File: src/rtl/nco_pkg.sv
// Shared types and default widths for the NCO LUT controller.
// Enabling QUARTER_WAVE_EN makes the blocks that import this package switch to quarter-wave playback.
package nco_pkg;

  localparam int PHASE_W_DEF = 32;
  localparam int ADDR_W_DEF  = 8;
  localparam int DATA_W_DEF  = 16;

  typedef enum logic [1:0] {
    ST_IDLE = 2'd0,
    ST_LOAD = 2'd1,
    ST_RUN  = 2'd2
  } nco_state_e;

  typedef logic [ADDR_W_DEF-1:0] lut_addr_t;
  typedef logic [DATA_W_DEF-1:0] sample_t;

endpackage

File: src/rtl/nco_phase_acc.sv
// Phase accumulator for the NCO. It holds the FCW and phase registers and turns the phase into a LUT address.
// With QUARTER_WAVE_EN defined, the phase is folded into a quarter-wave address plus a sign select.
module nco_phase_acc
  import nco_pkg::*;
#(
  parameter int PHASE_W = PHASE_W_DEF,
  parameter int ADDR_W  = ADDR_W_DEF
) (
  input  logic               clk,
  input  logic               rst,
  input  logic [PHASE_W-1:0] cfg_fcw,
  input  logic               cfg_fcw_we,
  input  logic               clear,
  input  logic               advance,
  output logic [ADDR_W-1:0]  lut_addr
`ifdef QUARTER_WAVE_EN
  ,
  output logic               neg_sel
`endif
);

  logic [PHASE_W-1:0] phase_q, phase_d;
  logic [PHASE_W-1:0] fcw_q, fcw_d;

  // Clear wins over advance so that entering playback always starts at phase 0.
  always_comb begin
    fcw_d   = cfg_fcw_we ? cfg_fcw : fcw_q;
    phase_d = phase_q;
    if (clear) begin
      phase_d = '0;
    end else if (advance) begin
      phase_d = phase_q + fcw_q;
    end
  end

  always_ff @(posedge clk) begin
    if (rst) begin
      phase_q <= '0;
      fcw_q   <= '0;
    end else begin
      phase_q <= phase_d;
      fcw_q   <= fcw_d;
    end
  end

`ifdef QUARTER_WAVE_EN
  logic [1:0]        quad;
  logic [ADDR_W-1:0] idx;

  // Odd quadrants walk the quarter table backwards. The upper half of the cycle is negated downstream.
  always_comb begin
    quad     = phase_q[PHASE_W-1 -: 2];
    idx      = phase_q[PHASE_W-3 -: ADDR_W];
    lut_addr = quad[0] ? ~idx : idx;
    neg_sel  = quad[1];
  end
`else
  assign lut_addr = phase_q[PHASE_W-1 -: ADDR_W];
`endif

endmodule

File: src/rtl/nco_lut_ctrl.sv
// NCO LUT controller. It streams a waveform table into the LUT RAM, then plays it back with one sample per clock.
// With QUARTER_WAVE_EN defined, the table holds a quarter sine and the sign is restored at the output.
module nco_lut_ctrl
  import nco_pkg::*;
#(
  parameter int PHASE_W = PHASE_W_DEF,
  parameter int ADDR_W  = ADDR_W_DEF,
  parameter int DATA_W  = DATA_W_DEF
) (
  input  logic               clk,
  input  logic               rst,
  input  logic [PHASE_W-1:0] cfg_fcw,
  input  logic               cfg_fcw_we,
  input  logic               load_start,
  input  logic               load_valid,
  output logic               load_ready,
  input  logic [DATA_W-1:0]  load_data,
  input  logic               load_last,
  input  logic               run_en,
  output logic               ram_csb0,
  output logic [ADDR_W-1:0]  ram_addr0,
  output logic [DATA_W-1:0]  ram_din0,
  output logic               ram_csb1,
  output logic [ADDR_W-1:0]  ram_addr1,
  input  logic [DATA_W-1:0]  ram_dout1,
  output logic [DATA_W-1:0]  sample_out,
  output logic               sample_vld,
  output logic               table_loaded,
  output logic [1:0]         state
);

  nco_state_e        state_q, state_d;
  logic [ADDR_W-1:0] wr_addr_q, wr_addr_d;
  logic              table_loaded_q, table_loaded_d;
  logic              rd_vld_q, rd_vld_d;
  logic [DATA_W-1:0] sample_q, sample_d;
  logic              xfer;
  logic              phase_clear;
  logic              phase_adv;
  logic [ADDR_W-1:0] lut_addr;
  logic [DATA_W-1:0] rd_sample;

`ifdef QUARTER_WAVE_EN
  localparam logic [DATA_W-1:0] S_MIN = {1'b1, {(DATA_W-1){1'b0}}};
  localparam logic [DATA_W-1:0] S_MAX = {1'b0, {(DATA_W-1){1'b1}}};

  logic neg_sel;
  logic neg_q, neg_d;
`endif

  nco_phase_acc #(
    .PHASE_W (PHASE_W),
    .ADDR_W  (ADDR_W)
  ) u_phase_acc (
    .clk        (clk),
    .rst        (rst),
    .cfg_fcw    (cfg_fcw),
    .cfg_fcw_we (cfg_fcw_we),
    .clear      (phase_clear),
    .advance    (phase_adv),
    .lut_addr   (lut_addr)
`ifdef QUARTER_WAVE_EN
    ,
    .neg_sel    (neg_sel)
`endif
  );

  // A read issued in RUN is delivered next cycle unless a new load is starting.
  always_comb begin
    state_d        = state_q;
    wr_addr_d      = wr_addr_q;
    table_loaded_d = table_loaded_q;
    rd_vld_d       = 1'b0;
    phase_clear    = 1'b0;
    phase_adv      = 1'b0;
    load_ready     = 1'b0;
    xfer           = 1'b0;
    case (state_q)
      ST_IDLE: begin
        if (load_start) begin
          state_d   = ST_LOAD;
          wr_addr_d = '0;
        end else if (run_en && table_loaded_q) begin
          state_d     = ST_RUN;
          phase_clear = 1'b1;
        end
      end
      ST_LOAD: begin
        load_ready = 1'b1;
        xfer       = load_valid;
        if (load_start) begin
          wr_addr_d = '0;
        end else if (xfer) begin
          wr_addr_d = wr_addr_q + 1'b1;
          if (load_last || (&wr_addr_q)) begin
            state_d        = ST_IDLE;
            table_loaded_d = 1'b1;
          end
        end
      end
      ST_RUN: begin
        phase_adv = 1'b1;
        if (load_start) begin
          state_d   = ST_LOAD;
          wr_addr_d = '0;
        end else begin
          rd_vld_d = 1'b1;
          if (!run_en) begin
            state_d = ST_IDLE;
          end
        end
      end
      default: begin
        state_d = ST_IDLE;
      end
    endcase
  end

  always_comb begin
    ram_csb0  = ~xfer;
    ram_addr0 = (state_q == ST_LOAD) ? wr_addr_q : '0;
    ram_din0  = (state_q == ST_LOAD) ? load_data : '0;
    ram_csb1  = (state_q != ST_RUN);
    ram_addr1 = (state_q == ST_RUN) ? lut_addr : '0;
  end

  // RAM data arrives after the negedge, so the fresh sample is muxed straight out and captured for holding.
`ifdef QUARTER_WAVE_EN
  always_comb begin
    neg_d     = neg_sel;
    rd_sample = ram_dout1;
    if (neg_q) begin
      rd_sample = (ram_dout1 == S_MIN) ? S_MAX : -ram_dout1;
    end
  end
`else
  assign rd_sample = ram_dout1;
`endif

  always_comb begin
    sample_out = rd_vld_q ? rd_sample : sample_q;
    sample_d   = sample_out;
  end

  always_ff @(posedge clk) begin
    if (rst) begin
      state_q        <= ST_IDLE;
      wr_addr_q      <= '0;
      table_loaded_q <= 1'b0;
      rd_vld_q       <= 1'b0;
      sample_q       <= '0;
    end else begin
      state_q        <= state_d;
      wr_addr_q      <= wr_addr_d;
      table_loaded_q <= table_loaded_d;
      rd_vld_q       <= rd_vld_d;
      sample_q       <= sample_d;
    end
  end

`ifdef QUARTER_WAVE_EN
  always_ff @(posedge clk) begin
    if (rst) begin
      neg_q <= 1'b0;
    end else begin
      neg_q <= neg_d;
    end
  end
`endif

  assign sample_vld   = rd_vld_q;
  assign table_loaded = table_loaded_q;
  assign state        = state_q;

endmodule

File: config.mk
export PLATFORM = sky130hd
export DESIGN_NAME = nco_lut_ctrl
export DESIGN_NICKNAME = d
export VERILOG_FILES = /design/src/rtl/nco_pkg.sv /design/src/rtl/nco_phase_acc.sv /design/src/rtl/nco_lut_ctrl.sv
export SDC_FILE = /design/constraint.sdc
export NUM_CORES = 1
export LEC_CHECK = 0
export BUFFER_PORTS_ARGS = -buffer_cell sky130_fd_sc_hd__clkbuf_2
export CORE_MARGIN = 2
export CORE_UTILIZATION = 35
export DETAILED_ROUTE_END_ITERATION = 10
export GPL_TIMING_DRIVEN = 1
export SLEW_MARGIN = 20
export SYNTH_ARGS = -nofsm -noshare
export SYNTH_HDL_FRONTEND = slang
export SYNTH_SLANG_ARGS = --single-unit
File: constraint.sdc
create_clock -name clk -period 3.3 [get_ports clk]
set_clock_uncertainty 0.1 [all_clocks]
set_input_delay 0.33 -clock clk [delete_from_list [all_inputs] [get_ports clk]]
set_output_delay 0.33 -clock clk [all_outputs]
set_load 0.005 [all_outputs]
* Word level (Yosys, flattened, before mapping)
Cells that the tools add are included.
** Word-level totals
- Input bits :: 71
- Bits in registers :: 92
** Cells by class
- Equality and inequality tests :: 10
- Mux-type cells :: 23
- Add/sub/neg operators :: 2
- Reduce and logical (&&, ||, !) cells :: 11
- Bitwise logic cells :: 3
** Operators with widths (count)
- $mux 8 :: 5
- $add 32x32->32 :: 1
- $mux 16 :: 2
- $pmux 8 s2 :: 1
- $mux 2 :: 7
- $ne 3x3->1 const B :: 3
- $add 8x1->8 const B :: 1
- $ne 2x2->1 const B :: 4
- $reduce_and 8->1 :: 1
- $mux 1 :: 7
- $pmux 2 s3 :: 1
- $reduce_or 2->1 :: 3
- $reduce_and 5->1 :: 1
- $reduce_and 4->1 :: 1
- $not 1->1 :: 3
- $reduce_and 3->1 :: 1
- $eq 2x1->1 const B :: 1
- $eq 2x2->1 const B :: 1
- $logic_not 2->1 :: 1
- $ne 2x1->1 const B :: 1
- $reduce_bool 2->1 :: 1
- $logic_and 1x1->1 :: 1
- $logic_or 1x1->1 :: 1

* Logic depth before layout (Yosys ltp)
- Depth after elaboration :: 6
- Gate-level depth with buffers :: 11

* Hierarchy
A second synthesis with hierarchy kept.
** Second synthesis, totals
- Cell total of the unflattened synthesis :: 620
- Area, all modules :: 5390.2 µm²
** By module, submodules not included
- nco_phase_acc :: area an instance 3946.3 µm², instances 1, cells each 462
- nco_lut_ctrl :: area an instance 1443.9 µm², instances 1, cells each 158

* Least setup slack after synthesis
OpenSTA, ideal clock, no wires.
- Kind :: register -> register
- From :: reg u_phase_acc.fcw_q[0]
- To :: reg u_phase_acc.phase_q[16]
- Cell stages (with the launch flop) :: 12
- Path slack :: 0.830 ns
- Setup time :: 0.070 ns
- Arrival time :: 2.299 ns
- Cells stage by stage :: dfxtp_1 ha_1 fa_1 a21oi_1 o211a_1 nand2_1 a31o_2 a21o_1 a31oi_1 xnor2_1 nand2_1 a21oi_1
** On the way
- Cells in the longest elaborated chain, start to end :: 1
** RTL lines
- start, declared :: RTL line nco_phase_acc.sv:23 : logic [PHASE_W-1:0] fcw_q, fcw_d;
- start signal, assigned :: RTL line nco_phase_acc.sv:42 : fcw_q <= fcw_d;
- $add 32x32->32 :: RTL line nco_phase_acc.sv:32 : phase_d = phase_q + fcw_q;
- end signal, assigned :: RTL line nco_phase_acc.sv:41 : phase_q <= phase_d;
- end, declared :: RTL line nco_phase_acc.sv:22 : logic [PHASE_W-1:0] phase_q, phase_d;
No other way between the ends.
A chain may end at the register's enable or synchronous reset.

* Final worst setup path
- From :: reg u_phase_acc.fcw_q[0]
- To :: reg u_phase_acc.phase_q[30]
The elaborated chain is that of the path after synthesis.

==> reports/metrics.csv <==
metric;value;unit
crit_path_end_kind;register;
dr.first_iter.drc_count;226;
clkTransAtPathRegs;0.07;ns
grt_first_pass_wirelength;21270;um
die_w;127.7;um
p_leak;0.003046;uW
p_sw;584.4;uW
max-cap-violations;0;
place_congestion;0.8306;
yosysSeqAreaShare;34.38;%
final-hold-violation-count;0;
num_antenna_cells;0;
cts_buffer_depth;2;
antenna_found_initial;0;
crit_type;register to register;
switching_share;23.31;%
first_pass_iters;4;
period_share;82.51;%
clockPowerShare;44.8;%
power.internal;1922;uW
cts_tree;built;
dp_hpwl;9306;um
die-area;0.01631;sq mm
cp_max_fo;4;
grt_use_met3;4.007;%
port_buffers;125;
drv_slew;0;
htreeDepth;3;
area_delta_synth_final;19.87;%
drive_gt1_share;25.41;%
ys_ff_latch;92;
postCtsHoldBufs;0;
status;finished clean;
start_kind;register;
crit_arrival;2.90;ns
worst_slack;0.5771;ns
synth.cell_area;0.005358;sq mm
vias;4575;
combinationalPowerShare;9.1;%
viasPerCell;4.930;
period_needed;2.723;ns
grt_overflow_total;0;
max_freq;367.3;MHz
drt-total-wl;13000;um
grt_setup_unrepaired;false;
filler_cell_count;1548;
synth_edf_count;0;
ys_top_cells_by_area;dfxtp_1, ha_1, mux2i_1;
root_buffer;clkbuf_16;
pwr-share-seq;46.0;%
die_h;127.7;um
initial_core_util;35.51;%
place_inst;912;
grt_usage;16.23;%
crit_required;3.48;ns
core_area;0.01509;sq mm
clk_latency;0.35;ns
preCtsSetupSlack;0.5828;ns
synth_top_cell_area_share;34.38;%
grt_max_degree;62;
p_per_area;390.3;mW/mm^2
drcViolationCount;0;
wl_per_cell;14.00;um
grt_pass1_vias;4287;
ys_warn_count;0;
cts_resized;0;
ant_nets;0;
met2_usage;25.07;%
syn_inst;628;
worstMarginPinSlew;1.020;ns
nNetsFinal;839;
top_usage_layer;met2;
postCtsSetupRepairBufs;0;
fin_tns_setup;0;ns
syn_avg_cell_area;8.531;sq um
finalSetupViolCount;0;
register_area;0.001842;sq mm
numCtsBuffers;9;
multiInputGateArea;0.003334;sq mm
clkSinkCount;92;
rows;45;
relSlewSlack;31.98;%
synthArstFlopShare;0;%
met1_usage;22.02;%
ys_types;64;
fin_cells;928;
synth_nets;732;
ios;126;
hold_path_class;input port to register;
synth_ff_type;dfxtp_1;
yosys.area.top_type;dfxtp_1;
ir_worst_vdd;220.2;uV
[synth_stat cells (4+ instances only)]
| library cell | count |
|---|---|
| o21bai_1 | 4 |
| a31oi_1 | 6 |
| nand2_1 | 65 |
| and2_1 | 35 |
| xnor2_1 | 19 |
| and3_1 | 6 |
| mux2i_1 | 32 |
| a21oi_2 | 6 |
| nand4_1 | 5 |
| a21oi_1 | 58 |
| mux2_2 | 17 |
| buf_1 | 4 |
| clkbuf_1 | 24 |
| o21a_1 | 5 |
| o21ai_1 | 5 |
| nor2_1 | 65 |
| nand2b_1 | 6 |
| inv_1 | 8 |
| o21ai_0 | 14 |
| nor3_1 | 5 |
| nand3_1 | 15 |
| xor2_1 | 7 |
| dfxtp_1 | 92 |
| nor2b_1 | 23 |
| ha_1 | 32 |
| a21o_1 | 15 |
[critical path: stages, from the launching register on]
cell and delay (ns):
dfxtp_1 0.32, ha_1 0.22, fa_1 0.42, a21oi_1 0.20
o211a_1 0.27, a211oi_2 0.11, a21oi_2 0.21, a21oi_2 0.09
o211ai_1 0.17, o2bb2ai_1 0.21, o21bai_1 0.12, a211oi_2 0.21
[cells by family (layout without fill, tap and decap cells)]
kind of cell / count (synthesis) / count (layout) / synth area share (%)
buffers and inverters: 42 / 154 / 3.433
and+or+nand+nor: 242 / 242 / 22.09
muxes: 49 / 49 / 9.552
DFF: 92 / 92 / 34.38
AOI/OAI and AO/OA: 144 / 144 / 18.45
xor gates and xnor gates: 26 / 26 / 4.250
adders and majority gates: 33 / 33 / 7.847
[metal layers]
metal  part of all wire [%]  wire [um]
met5                      0          0
met4                    2.1        278
met3                    3.3        429
met2                     44       5743
met1                     50       6543
[power groups by stage]
stage	Clock (uW)	Sequential, uW	Combinational (uW)
finish	1120	1150	229
global route	1200	1160	256
CTS	1150	1150	232
detailed placement	0	1180	231
global placement	0	1180	232
floorplan	0	1170	150
[sequential cells by signal, indices dropped and copies added (netlist names)]
signal	count
wr_addr_q	8
sample_vld	1
state	2
u_phase_acc.phase_q	32
sample_q	16
table_loaded	1
u_phase_acc.fcw_q	32
[cells in the final DEF, fill, tap and decap left out, types with 8 or more instances in the layout]
master       n
clkbuf_2   124
dfxtp_1     92
nand2_1     65
nor2_1      65
a21oi_1     58
and2_1      35
mux2i_1     32
ha_1        32
nor2b_1     22
xnor2_1     19
mux2_2      17
nand3_1     15
a21o_1      15
o21ai_0     14
clkbuf_16    9
inv_1        8
[worst paths after layout]
check	startpoint	depth (start not counted)	slack, ns	to
worst max-delay path	u_phase_acc.fcw_q[0]$_SDFFE_PP0P_	11	0.58	u_phase_acc.phase_q[30]$_SDFFE_PP0P_
worst max register to register	u_phase_acc.fcw_q[0]$_SDFFE_PP0P_	11	0.58	u_phase_acc.phase_q[30]$_SDFFE_PP0P_
worst min register to register	u_phase_acc.phase_q[20]$_SDFFE_PP0P_	2	0.36	u_phase_acc.phase_q[20]$_SDFFE_PP0P_
worst min-delay path	cfg_fcw[24]	3	0.11	u_phase_acc.fcw_q[24]$_SDFFE_PP0P_
[area by class of cell]
type	count	share of cell area [%]
multi-input cells	494	51.92
flip-flops and latches	92	28.68
repair buffers	130	10.33
clock buffers	11	3.779
well taps	188	3.663
clock inverters	5	1.169
inverters	8	0.4676
[per-stage QoR]
stage	hold WS, ns	total power [uW]	cell area, sq um	utilization [%]
after floorplan	0.3356	1321	5358	-
after global placement	0.3438	1411	6105	40.46
after detailed placement	0.3497	1411	6105	40.46
after CTS	0.09802	2540	6422	42.56
after global routing	0.1005	2616	6422	42.56
final	0.1057	2507	6422	42.56
(Power assumes the default switching activity.)
